File: src/rtl/muldiv_hilo.sv
// Multi-cycle MULT/DIV unit with architectural HI/LO registers.
// Define MULDIV_MADD_EN to add MADD/MADDU/MSUB/MSUBU via an ACC state.
module muldiv_hilo #(
  parameter int DATA_W  = 32,
  parameter int MUL_LAT = 2
) (
  input  logic              clk,
  input  logic              rst,
  input  logic              start_i,
  input  logic [7:0]        aluop_i,
  input  logic [DATA_W-1:0] opa_i,
  input  logic [DATA_W-1:0] opb_i,
  input  logic              annul_i,
  output logic              stallreq_o,
  output logic              busy_o,
  output logic [DATA_W-1:0] hi_o,
  output logic [DATA_W-1:0] lo_o
);

  localparam logic [7:0] EXE_MTHI_OP  = 8'b00010001;
  localparam logic [7:0] EXE_MTLO_OP  = 8'b00010011;
  localparam logic [7:0] EXE_MULT_OP  = 8'b00011000;
  localparam logic [7:0] EXE_MULTU_OP = 8'b00011001;
  localparam logic [7:0] EXE_DIV_OP   = 8'b00011010;
  localparam logic [7:0] EXE_DIVU_OP  = 8'b00011011;
`ifdef MULDIV_MADD_EN
  localparam logic [7:0] EXE_MADD_OP  = 8'b10100110;
  localparam logic [7:0] EXE_MADDU_OP = 8'b10101000;
  localparam logic [7:0] EXE_MSUB_OP  = 8'b10101010;
  localparam logic [7:0] EXE_MSUBU_OP = 8'b10101011;
`endif

  localparam int CW = $clog2(DATA_W);
  localparam int PW = 2 * DATA_W;

`ifdef MULDIV_MADD_EN
  typedef enum logic [2:0] {
    S_IDLE, S_MUL, S_DIV_RUN, S_DIV_END, S_ACC
  } state_t;
`else
  typedef enum logic [2:0] {
    S_IDLE, S_MUL, S_DIV_RUN, S_DIV_END
  } state_t;
`endif

  state_t            state_q, state_d;
  logic [DATA_W-1:0] hi_q, hi_d;
  logic [DATA_W-1:0] lo_q, lo_d;
  logic [DATA_W-1:0] quo_q, quo_d;
  logic [DATA_W-1:0] rem_q, rem_d;
  logic [DATA_W-1:0] dvs_q, dvs_d;
  logic [PW-1:0]     prod_q, prod_d;
  logic [CW-1:0]     cnt_q, cnt_d;
  logic              qneg_q, qneg_d;
  logic              rneg_q, rneg_d;
`ifdef MULDIV_MADD_EN
  logic              acc_q, acc_d;
  logic              sub_q, sub_d;
`endif

  logic go;
  logic is_mthi, is_mtlo;
  logic is_mult, is_multu;
  logic is_div, is_divu;
  logic mul_req, mul_sgn, acc_req;
  logic div_op, div_zero;

  assign go       = start_i & ~annul_i & (state_q == S_IDLE);
  assign is_mthi  = aluop_i == EXE_MTHI_OP;
  assign is_mtlo  = aluop_i == EXE_MTLO_OP;
  assign is_mult  = aluop_i == EXE_MULT_OP;
  assign is_multu = aluop_i == EXE_MULTU_OP;
  assign is_div   = aluop_i == EXE_DIV_OP;
  assign is_divu  = aluop_i == EXE_DIVU_OP;
  assign div_op   = is_div | is_divu;
  assign div_zero = opb_i == '0;

`ifdef MULDIV_MADD_EN
  logic is_madd, is_maddu, is_msub, is_msubu;
  assign is_madd  = aluop_i == EXE_MADD_OP;
  assign is_maddu = aluop_i == EXE_MADDU_OP;
  assign is_msub  = aluop_i == EXE_MSUB_OP;
  assign is_msubu = aluop_i == EXE_MSUBU_OP;
  assign acc_req  = is_madd | is_maddu
                  | is_msub | is_msubu;
  assign mul_sgn  = is_mult | is_madd | is_msub;
`else
  assign acc_req  = 1'b0;
  assign mul_sgn  = is_mult;
`endif
  assign mul_req  = is_mult | is_multu | acc_req;

  logic [PW-1:0] ext_a, ext_b, product;
  assign ext_a = mul_sgn
               ? {{DATA_W{opa_i[DATA_W-1]}}, opa_i}
               : {{DATA_W{1'b0}}, opa_i};
  assign ext_b = mul_sgn
               ? {{DATA_W{opb_i[DATA_W-1]}}, opb_i}
               : {{DATA_W{1'b0}}, opb_i};
  assign product = ext_a * ext_b;

  logic              a_neg, b_neg;
  logic [DATA_W-1:0] a_mag, b_mag;
  assign a_neg = is_div & opa_i[DATA_W-1];
  assign b_neg = is_div & opb_i[DATA_W-1];
  assign a_mag = a_neg ? -opa_i : opa_i;
  assign b_mag = b_neg ? -opb_i : opb_i;

  // Restoring step: shift next dividend bit into the partial remainder.
  logic [DATA_W:0]   shifted, diff;
  logic              fits;
  logic [DATA_W-1:0] quo_fix, rem_fix;
  assign shifted = {rem_q, quo_q[DATA_W-1]};
  assign diff    = shifted - {1'b0, dvs_q};
  assign fits    = ~diff[DATA_W];
  assign quo_fix = qneg_q ? -quo_q : quo_q;
  assign rem_fix = rneg_q ? -rem_q : rem_q;

`ifdef MULDIV_MADD_EN
  logic [PW-1:0] acc_sum;
  assign acc_sum = sub_q ? {hi_q, lo_q} - prod_q
                         : {hi_q, lo_q} + prod_q;
`endif

  always_comb begin
    state_d    = state_q;
    hi_d       = hi_q;
    lo_d       = lo_q;
    quo_d      = quo_q;
    rem_d      = rem_q;
    dvs_d      = dvs_q;
    prod_d     = prod_q;
    cnt_d      = cnt_q;
    qneg_d     = qneg_q;
    rneg_d     = rneg_q;
    stallreq_o = 1'b0;
`ifdef MULDIV_MADD_EN
    acc_d      = acc_q;
    sub_d      = sub_q;
`endif
    unique case (state_q)
      S_IDLE: begin
        if (go) begin
          unique case (1'b1)
            is_mthi: hi_d = opa_i;
            is_mtlo: lo_d = opa_i;
            mul_req: begin
              prod_d     = product;
              state_d    = S_MUL;
              stallreq_o = (MUL_LAT == 2) | acc_req;
`ifdef MULDIV_MADD_EN
              acc_d      = acc_req;
              sub_d      = is_msub | is_msubu;
`endif
            end
            div_op & div_zero: begin
              hi_d = opa_i;
              lo_d = '1;
            end
            div_op & ~div_zero: begin
              quo_d      = a_mag;
              dvs_d      = b_mag;
              rem_d      = '0;
              cnt_d      = '0;
              qneg_d     = a_neg ^ b_neg;
              rneg_d     = a_neg;
              state_d    = S_DIV_RUN;
              stallreq_o = 1'b1;
            end
            default: ;
          endcase
        end
      end
      S_MUL: begin
        state_d = S_IDLE;
        if (!annul_i) begin
`ifdef MULDIV_MADD_EN
          if (acc_q) begin
            state_d    = S_ACC;
            stallreq_o = 1'b1;
          end else begin
            {hi_d, lo_d} = prod_q;
          end
`else
          {hi_d, lo_d} = prod_q;
`endif
        end
      end
      S_DIV_RUN: begin
        if (annul_i) begin
          state_d = S_IDLE;
        end else begin
          stallreq_o = 1'b1;
          rem_d = fits ? diff[DATA_W-1:0]
                       : shifted[DATA_W-1:0];
          quo_d = {quo_q[DATA_W-2:0], fits};
          cnt_d = cnt_q + 1'b1;
          if (cnt_q == CW'(DATA_W - 1))
            state_d = S_DIV_END;
        end
      end
      S_DIV_END: begin
        state_d = S_IDLE;
        if (!annul_i) begin
          lo_d = quo_fix;
          hi_d = rem_fix;
        end
      end
`ifdef MULDIV_MADD_EN
      S_ACC: begin
        state_d = S_IDLE;
        if (!annul_i)
          {hi_d, lo_d} = acc_sum;
      end
`endif
      default: state_d = S_IDLE;
    endcase
  end

  always_ff @(posedge clk) begin
    if (rst) begin
      state_q <= S_IDLE;
      hi_q    <= '0;
      lo_q    <= '0;
      quo_q   <= '0;
      rem_q   <= '0;
      dvs_q   <= '0;
      prod_q  <= '0;
      cnt_q   <= '0;
      qneg_q  <= 1'b0;
      rneg_q  <= 1'b0;
`ifdef MULDIV_MADD_EN
      acc_q   <= 1'b0;
      sub_q   <= 1'b0;
`endif
    end else begin
      state_q <= state_d;
      hi_q    <= hi_d;
      lo_q    <= lo_d;
      quo_q   <= quo_d;
      rem_q   <= rem_d;
      dvs_q   <= dvs_d;
      prod_q  <= prod_d;
      cnt_q   <= cnt_d;
      qneg_q  <= qneg_d;
      rneg_q  <= rneg_d;
`ifdef MULDIV_MADD_EN
      acc_q   <= acc_d;
      sub_q   <= sub_d;
`endif
    end
  end

  assign busy_o = state_q != S_IDLE;
  assign hi_o   = hi_q;
  assign lo_o   = lo_q;

endmodule

File: config.mk
export PLATFORM = sky130hd
export DESIGN_NAME = muldiv_hilo
export DESIGN_NICKNAME = d
export VERILOG_FILES = /design/src/rtl/muldiv_hilo.sv
export SDC_FILE = /design/constraint.sdc
export NUM_CORES = 2
export LEC_CHECK = 0
export ABC_AREA = 1
export BUFFER_PORTS_ARGS = -buffer_cell sky130_fd_sc_hd__buf_2
export CORE_AREA = 4 4 317 319
export DETAILED_ROUTE_END_ITERATION = 8
export DIE_AREA = 0 0 321 323
export GPL_TIMING_DRIVEN = 1
export MAX_ROUTING_LAYER = met4
export PLACE_DENSITY = 0.83
export SLEW_MARGIN = 25
export SYNTH_ARGS = -nofsm -noshare
export SYNTH_HDL_FRONTEND = slang
export SYNTH_SLANG_ARGS = --single-unit
File: constraint.sdc
create_clock -name clk -period 15.65 [get_ports clk]
set_input_delay 3.13 -clock clk [delete_from_list [all_inputs] [get_ports clk]]
set_output_delay 3.13 -clock clk [all_outputs]
set_load 0.03 [all_outputs]
==> impl_results.md <==
* Status: completed
* Area leader, netlist: fa_1
* HP Class: flop to flop
* Flop2flop setup slack at ~12000 ps
* Reg area at 4660 um^2
* Synth cell types at 64
* DRC viols at 0
* Number of synthesized flops with an enable pin at 0
* Inst Count DP at around 9300
* FF-to-FF End: cnt_q[0]
* DR iter-0 viols at about 5800
* Final std cells w/o fill at 9409
* First-pass GRT wire length at roughly 340000 um
* Synth area leaders: fa_1, inv_1, nand2_1, dfxtp_1, ha_1
* Synth Flop Type: dfxtp_1
* Total wire length at 219000 um
* Worst-margin pin slew at a little over 1000 ps
* Most frequent cells in the layout: inv_1, nand2_1, fa_1, nor2_1, ha_1
* Largest net degree at the start of global routing at between 80 and 90
* Antenna viol nets, final at 0
* Layout cell share with drive strength beyond 1 at roughly 4.5%
* Fin crit period at about 14000 ps
* Die ar. at between 100000 and 150000 um^2
* CTS clk-pin slew, worst paths at ~60 ps
* Die H at about 320 um
* CTS resizes at 0
* Relative slew slack at 30.1%
* Max-Cap Viols at 0
* Final Cycle Share at 87.1%
* Core Area at between 90000 and 100000 um^2
* GRT Max-Usage Layer: met2
* Achievable Freq at 73.3 MHz
* RSZ-0062 raised after global routing: no
* Die W at 321 um
* Final WS setup at ~2000 ps
* Worst Path Max Fanout at 14
* Worst reg2reg path startpoint: state_q[0]
* Initial Util at between 60% and 70%
* Vias/cell at roughly 6
* FF-to-FF path depth at 9
* H-tree Lvls at 1
* GRT overflow at 0
* Post-DP HPWL at approximately 180000 um
* Seq/Total Area, Yosys at 7.30%
* Skew final at 28.6 ps
* Crit path DAT at between 10000 and 15000 ps
* Length of the first detailed-routing pass in iterations at 8
* Clk buf depth at 3
* Multi-input combinational cell area at a little under 50000 um^2
* Cell row count at about 120
* Syn_area_per_cell at 7.79 um^2
* Critical Path Max Stage Delay at slightly below 800 ps
* Post-CTS Setup Inserts at 0
* Post-Syn Nets at between 10000 and 15000
* CP Launch Point: aluop_i[1]
* Worst Setup EP: prod_q[54]
* Vias in the first global route at a little under 60000
* Synthesis Warnings at 0
* Yosys top cell area share at about 44%
* Fill count at 8079
* Vias at around 55000
* GP Congestion at between 1 and 1.5
* Crit path buffers/inverters at 11
* Setup TNS at 0 ps
* Flops & latches, synth at ~230
* Synth Instances at 8197
* Clock Sinks at approximately 230
* Number of CTS-inserted buffers at 27
* Met1 Use GR at between 50% and 60%
* Commonest non-fill, non-tap cell in the layout: inv_1
* Initial antenna violation count at 11
* CP max stage cell: nor2_1
* GRT Util Overall at between 40% and 50%
* Setup crit end kind: flop
* Final Max Tran Viols at 0
* Worst EP required at 16170 ps
* WS Path Type: input pin to flop
* Area Growth Syn to Fin at 3.79%
* Top Ports at about 140
* Crit start category: input pin
* Final hold vios at 0
* Worst skew pair latency at around 580 ps
* Mapped cell area at around 64000 um^2
* Met2 usage at between 60% and 70%
* PortBufs at 141
* # nets final at slightly below 10000
* Crit. path cell count at 36
* Dpl ws at between 1500 and 2000 ps
* Critical Path Most Common Cell: fa_1
* CTS root buf: clkbuf_16
* M3 GR Usage at around 10%
* Synth async-reset ratio at 0%
* Hold_ws at 469 ps
* Wire length per cell at approximately 23 um
* Critical path's top delay family: adder cells
* CTS tree: built
* CTS Hold Bufs at 0
* Final-report setup violation count at 0
[registers in the layout, indices dropped and copies added, names as in the netlist]
name / cells
lo_o: 32
prod_q: 64
hi_o: 32
rem_q: 32
qneg_q: 1
state_q: 2
quo_q: 32
rneg_q: 1
dvs_q: 32
cnt_q: 5
[worst reg2reg max path, delay by kind of cell (launching register included)]
family          cells  cell delay (ps)
flops               1              580
simple gates        2             1040
buf+inv             4             1800
compound gates      3              620
[cells by family after synthesis]
kind of cell               after synthesis  share of synthesized area [%]
buffers and inverters                 2718                           16.2
AOI/OAI and AO/OA                      860                           7.58
and+or+nand+nor                       2489                           15.8
adders and majority gates             1771                           51.4
xor gates and xnor gates               126                           1.73
DFF                                    233                           7.30
[routing by layer]
layer / vias to the layer above / part of all wire [%] / wire length (um)
li1: 23600 / - / -
met1: 26700 / 34 / 74800
met2: 3500 / 45 / 98900
met3: 1049 / 11 / 24800
met4: 0 / 9.3 / 20500
met5: - / 0 / 0
[worst min path at each step]
stage,start,end,slack (ps),cells past startpoint
after global routing,hi_o[2],hi_o[2],490,2
after CTS,hi_o[2],hi_o[2],470,2
final,hi_o[2],hi_o[2],470,2
after detailed placement,hi_o[2],hi_o[2],460,2
after floorplan,dvs_q[26],dvs_q[26],430,2
after global placement,cnt_q[4],cnt_q[4],460,2
[through the flow]
stage / cell area [um^2] / utilization (%)
floorplan: 63900 / -
global placement: 65400 / 66.8
detailed placement: 65400 / 66.8
CTS: 66300 / 67.7
global route: 66300 / 67.8
finish: 66300 / 67.8
[synth_stat cells (84+ instances only)]
| cell type | n |
|---|---|
| inv_1 | 2328 |
| nand2_1 | 1683 |
| fa_1 | 1419 |
| nor2_1 | 448 |
| ha_1 | 352 |
| a21oi_1 | 335 |
| o21ai_0 | 276 |
| dfxtp_1 | 233 |
| clkbuf_1 | 193 |
| nand3_1 | 188 |
| buf_1 | 106 |
| xor2_1 | 84 |
[final cells by class]
cell class	count	area share (%)
Multi-Input combinational cell	5246	73.7
Timing Repair Buffer	231	2.12
Antenna cell	13	0.0491
Clock inverter	10	0.149
Clock buffer	39	1.21
Tap cell	1287	2.43
Sequential cell	233	7.03
Inverter	2350	13.3
Power is not shown: default switching activity piles up to over one toggle a cycle in this logic, so the estimate is an artifact.
